$ cat src/rtl/mult_scheduler_pkg.sv
// Shared definitions for the multiplier scheduler: widths, default wait and FSM encoding.
package mult_scheduler_pkg;

  localparam int unsigned MULT_WIDTH      = 8;
  localparam int unsigned DEF_WAIT_CYCLES = 1;
  localparam int unsigned CNT_WIDTH       = 4;

  typedef enum logic [1:0] {
    StIdle = 2'b00,
    StWait = 2'b01,
    StDone = 2'b10
  } state_e;

endpackage

$ cat src/rtl/rr_arbiter2.sv
// Two-way round-robin pick: with both requesting, the one not served last wins.
module rr_arbiter2 (
  input  logic REQ0,
  input  logic REQ1,
  input  logic LAST,
  output logic PICK_VALID,
  output logic PICK
);

  assign PICK_VALID = REQ0 | REQ1;
  assign PICK       = (REQ0 && REQ1) ? ~LAST : REQ1;

endmodule

$ cat src/rtl/mult_scheduler.sv
// Time-shares one combinational 8-bit multiplier between two requesters, round-robin,
// with a fixed settle wait before capturing the product.
module mult_scheduler
  import mult_scheduler_pkg::*;
#(
  parameter int unsigned WIDTH       = MULT_WIDTH,
  parameter int unsigned WAIT_CYCLES = DEF_WAIT_CYCLES
) (
  input  logic             CLK,
  input  logic             RESET,
  input  logic             REQ0,
  input  logic [WIDTH-1:0] A0,
  input  logic [WIDTH-1:0] B0,
  input  logic             REQ1,
  input  logic [WIDTH-1:0] A1,
  input  logic [WIDTH-1:0] B1,
  output logic [WIDTH-1:0] MULTIPLICAND,
  output logic [WIDTH-1:0] MULTIPLIER,
  input  logic [WIDTH-1:0] PRODUCT,
  output logic [WIDTH-1:0] RESULT,
  output logic             GRANT0,
  output logic             GRANT1,
  output logic             DONE0,
  output logic             DONE1,
  output logic             BUSY
);

  state_e               r_state, w_state_d;
  logic [CNT_WIDTH-1:0] r_cnt, w_cnt_d;
  logic [WIDTH-1:0]     r_mcand, w_mcand_d;
  logic [WIDTH-1:0]     r_mplier, w_mplier_d;
  logic [WIDTH-1:0]     r_result, w_result_d;
  logic                 r_grant0, w_grant0_d;
  logic                 r_grant1, w_grant1_d;
  logic                 r_done0, w_done0_d;
  logic                 r_done1, w_done1_d;
  logic                 r_last, w_last_d;

  logic w_pick_valid;
  logic w_pick;

  rr_arbiter2 u_arb (
    .REQ0       (REQ0),
    .REQ1       (REQ1),
    .LAST       (r_last),
    .PICK_VALID (w_pick_valid),
    .PICK       (w_pick)
  );

  always_ff @(posedge CLK) begin
    if (RESET) begin
      r_state  <= StIdle;
      r_cnt    <= '0;
      r_mcand  <= '0;
      r_mplier <= '0;
      r_result <= '0;
      r_grant0 <= 1'b0;
      r_grant1 <= 1'b0;
      r_done0  <= 1'b0;
      r_done1  <= 1'b0;
      r_last   <= 1'b1;
    end else begin
      r_state  <= w_state_d;
      r_cnt    <= w_cnt_d;
      r_mcand  <= w_mcand_d;
      r_mplier <= w_mplier_d;
      r_result <= w_result_d;
      r_grant0 <= w_grant0_d;
      r_grant1 <= w_grant1_d;
      r_done0  <= w_done0_d;
      r_done1  <= w_done1_d;
      r_last   <= w_last_d;
    end
  end

  always_comb begin
    w_state_d  = r_state;
    w_cnt_d    = r_cnt;
    w_mcand_d  = r_mcand;
    w_mplier_d = r_mplier;
    w_result_d = r_result;
    w_grant0_d = r_grant0;
    w_grant1_d = r_grant1;
    w_done0_d  = r_done0;
    w_done1_d  = r_done1;
    w_last_d   = r_last;

    case (r_state)
      StIdle: begin
        if (w_pick_valid) begin
          w_state_d  = StWait;
          w_mcand_d  = w_pick ? A1 : A0;
          w_mplier_d = w_pick ? B1 : B0;
          w_grant0_d = ~w_pick;
          w_grant1_d = w_pick;
          w_last_d   = w_pick;
          w_cnt_d    = CNT_WIDTH'(WAIT_CYCLES);
        end
      end
      StWait: begin
        w_cnt_d = r_cnt - 1'b1;
        // <= 1 rather than == 1 so a corrupted zero count cannot stall the FSM.
        if (r_cnt <= CNT_WIDTH'(1)) begin
          w_result_d = PRODUCT;
          w_done0_d  = r_grant0;
          w_done1_d  = r_grant1;
          w_state_d  = StDone;
        end
      end
      StDone: begin
        w_done0_d  = 1'b0;
        w_done1_d  = 1'b0;
        w_grant0_d = 1'b0;
        w_grant1_d = 1'b0;
        w_state_d  = StIdle;
      end
      default: begin
        w_done0_d  = 1'b0;
        w_done1_d  = 1'b0;
        w_grant0_d = 1'b0;
        w_grant1_d = 1'b0;
        w_state_d  = StIdle;
      end
    endcase
  end

  assign MULTIPLICAND = r_mcand;
  assign MULTIPLIER   = r_mplier;
  assign RESULT       = r_result;
  assign GRANT0       = r_grant0;
  assign GRANT1       = r_grant1;
  assign DONE0        = r_done0;
  assign DONE1        = r_done1;
  assign BUSY         = r_grant0 | r_grant1;

endmodule
$ cat config.mk
export PLATFORM = sky130hd
export DESIGN_NAME = mult_scheduler
export DESIGN_NICKNAME = d
export VERILOG_FILES = /design/src/rtl/mult_scheduler_pkg.sv /design/src/rtl/rr_arbiter2.sv /design/src/rtl/mult_scheduler.sv
export SDC_FILE = /design/constraint.sdc
export NUM_CORES = 1
export LEC_CHECK = 0
export CAP_MARGIN = 20
export CORE_MARGIN = 2
export CORE_UTILIZATION = 39
export CTS_CLUSTER_DIAMETER = 100
export DETAILED_ROUTE_END_ITERATION = 8
export GPL_TIMING_DRIVEN = 0
export PLACE_DENSITY = 0.78
export SKIP_CTS_REPAIR_TIMING = 1
export SYNTH_ARGS = -nofsm -noshare
export SYNTH_HDL_FRONTEND = slang
export SYNTH_SLANG_ARGS = --single-unit
$ cat constraint.sdc
create_clock -name CLK -period 1.55 [get_ports CLK]
set_input_delay 0.2325 -clock CLK [delete_from_list [all_inputs] [get_ports CLK]]
set_output_delay 0.2325 -clock CLK [all_outputs]
set_load 0.03 [all_outputs]
==> metrics.yaml <==
drt_wl_total_mm: 3.61
seq_power_share: 0.381
grtUsageTotal: 0.170
gp_congestion: 0.764
irDropWorstVdd_uv: 670
synth_edf_count: 0
post-route-period-util: 0.981
critPathBufInv: 1
routed_via_density: 4.98
firstDrtPassIters: 4
slew-limit-headroom: 0.678
clkTransAtPathRegs_ns: 0.07
drive_above_1_share: 0.148
p_int_mw: 1.98
r2r_start: "r_cnt[0]"
grt_pass1_wl_mm: 5.59
critPathKind: "reg -> out"
grt_pass1_vias: 1277
clk-insertion-delay-late_ns: 0.29
tightest_slew_ns: 0.483
timing.fmax_mhz: 658
antenna_left: 0
finClkSkew_ns: 0.00176
pwr_density_cell_nw_per_um2: 1160
cts_max_level: 2
ios: 73
crit_path_end_kind: "output pin"
synth-main-ff-cell: "dfxtp_1"
tritoncts.num_buffers: 5
ys_ff_latch: 35
finish.instance_area_um2: 2470
hold_end: "r_state[1]"
nNetsFinal: 281
antenna_found_initial: 0
critPathTopFamily: "buffers and inverters"
syn_nets: 202
core-area_um2: 3630
regToRegSetupSlack_ns: 0.12
drv_slew: 0
ys_async_sr_fraction: 0
hold_start: "RESET"
synth_area_um2: 1470
initial_core_util: 0.404
ys_seq_area_frac: 0.477
cts-root-buf: "clkbuf_8"
critPathMaxStageDelay_ns: 0.67
worst_path_max_delay_cell: "clkdlybuf4s50_1"
first_iter_violations: 104
leakage_nw: 1.31
yosys_warnings: 0
worstPathArrival_ns: 1.29
period_needed_ns: 1.52
synth.avg_cell_area_um2: 9.42
die_w_um: 65.4
cts_buffer_depth: 2
whs_ns: 0.149
clkSinkCount: 35
path_cells: "clkdlybuf4s50_1"
drc_errors: 0
dp.cells: 274
combPwrFrac: 0.322
dpl-instance-area_um2: 2230
vias: 1415
finalPower_mw: 2.86
die-area_um2: 4270
worstRegToRegCells: 4
netlist_instances: 156
path_max_fanout: 2
grt_max_degree: 12
crit_path_start: "RESULT[4]"
p_sw_frac: 0.308
whs_path_depth: 2
status: "finished clean"
cts_tree: "yes"
cp.required_ns: 1.32
clockPowerShare: 0.297
rr_endpoint: "r_cnt[3]"
row_count: 22
area_growth_syn_to_layout_pct: 68.2
hold_viol: 0
critPathLaunchType: "flip-flop"
synth_cell_types: 35
fin_cells: 284
setup_viol: 0
port_buffers: 70
overflow: 0
maxCapViolCount: 0
post_drt_wl_per_cell_um: 12.7
hold_class: "in -> reg"
power_switching_mw: 0.880
die_h_um: 65.4
antenna_cells: 0
finalSetupTns_ns: 0
dpl.hpwl_mm: 2.48
[stage by stage]
| step | setup slack (ns) | utilization |
|---|---|---|
| floorplan | 0.142 | - |
| global route | -0.00155 | 0.680 |
| global placement | -0.272 | 0.614 |
| CTS | -0.194 | 0.646 |
| detailed placement | -0.279 | 0.614 |
| finish | 0.0301 | 0.680 |
[cells in the mapped netlist, types with 3 or more instances]
library cell / n / area (um^2)
nand2_1: 20 / 75.1
clkbuf_8: 3 / 41.3
nor3_1: 6 / 30.0
nor2_1: 11 / 41.3
clkbuf_1: 3 / 11.3
mux2i_1: 10 / 100
dfxtp_1: 35 / 701
a21oi_1: 18 / 90.1
a22oi_1: 16 / 120
[logic make-up after synthesis]
| family | count (synthesis) | share of synthesized area |
|---|---|---|
| simple gates | 51 | 0.173 |
| compound gates | 43 | 0.191 |
| flops | 35 | 0.477 |
| buf+inv | 14 | 0.0681 |
| mux | 10 | 0.0681 |
| fa+ha+maj | 2 | 0.0170 |
| xor+xnor | 1 | 0.00596 |
[cells in the final DEF, fill, tap and decap left out, drive strengths merged, types with 3 or more instances in the layout]
| cell type | n |
|---|---|
| inv | 3 |
| nor2 | 12 |
| dlymetal6s2s | 26 |
| nand2 | 20 |
| nor3 | 6 |
| or2 | 3 |
| clkdlybuf4s50 | 44 |
| dfxtp | 35 |
| a22oi | 16 |
| clkbuf | 12 |
| a21oi | 19 |
| buf | 7 |
| mux2i | 10 |
[metal layers]
metal / vias to the layer above / track usage / wire [um]
met2: 49 / 0.274 / 1700
met4: 0 / 0.0703 / 51
met3: 7 / 0.0719 / 312
li1: 713 / - / -
met5: - / 0 / 0
met1: 646 / 0.198 / 1550
[sequential cells by signal, indices dropped and copies added (netlist names)]
signal and flops:
r_state 2, MULTIPLICAND 8, GRANT1 1, RESULT 8, r_last 1, DONE1 1
GRANT0 1, MULTIPLIER 8, DONE0 1, r_cnt 4
[power groups by stage]
stage | clock [mW] | combinational [mW] | sequential [mW]
global placement | 0 | 0.876 | 1.10
CTS | 0.864 | 0.888 | 1.08
global route | 0.911 | 0.999 | 1.10
floorplan | 0 | 0.387 | 1.25
detailed placement | 0 | 0.884 | 1.10
finish | 0.848 | 0.921 | 1.09
[worst max-delay path by stage]
stage / end / cells after the start
after floorplan: RESULT[0] / 7
after global placement: MULTIPLIER[6] / 7
after detailed placement: MULTIPLIER[5] / 7
after CTS: BUSY / 2
after global routing: RESULT[5] / 7
final: RESULT[4] / 1
[layout make-up]
cell class	instances	area, um^2
well taps	48	60.1
fillers	295	1160
inverters	3	11.3
repair buffers	72	778
clock buffers	6	82.6
plain buffers	11	91.3
multi-input cells	107	706
clock inverters	2	35.0
flip-flops and latches	35	707
(Power assumes the default switching activity.)
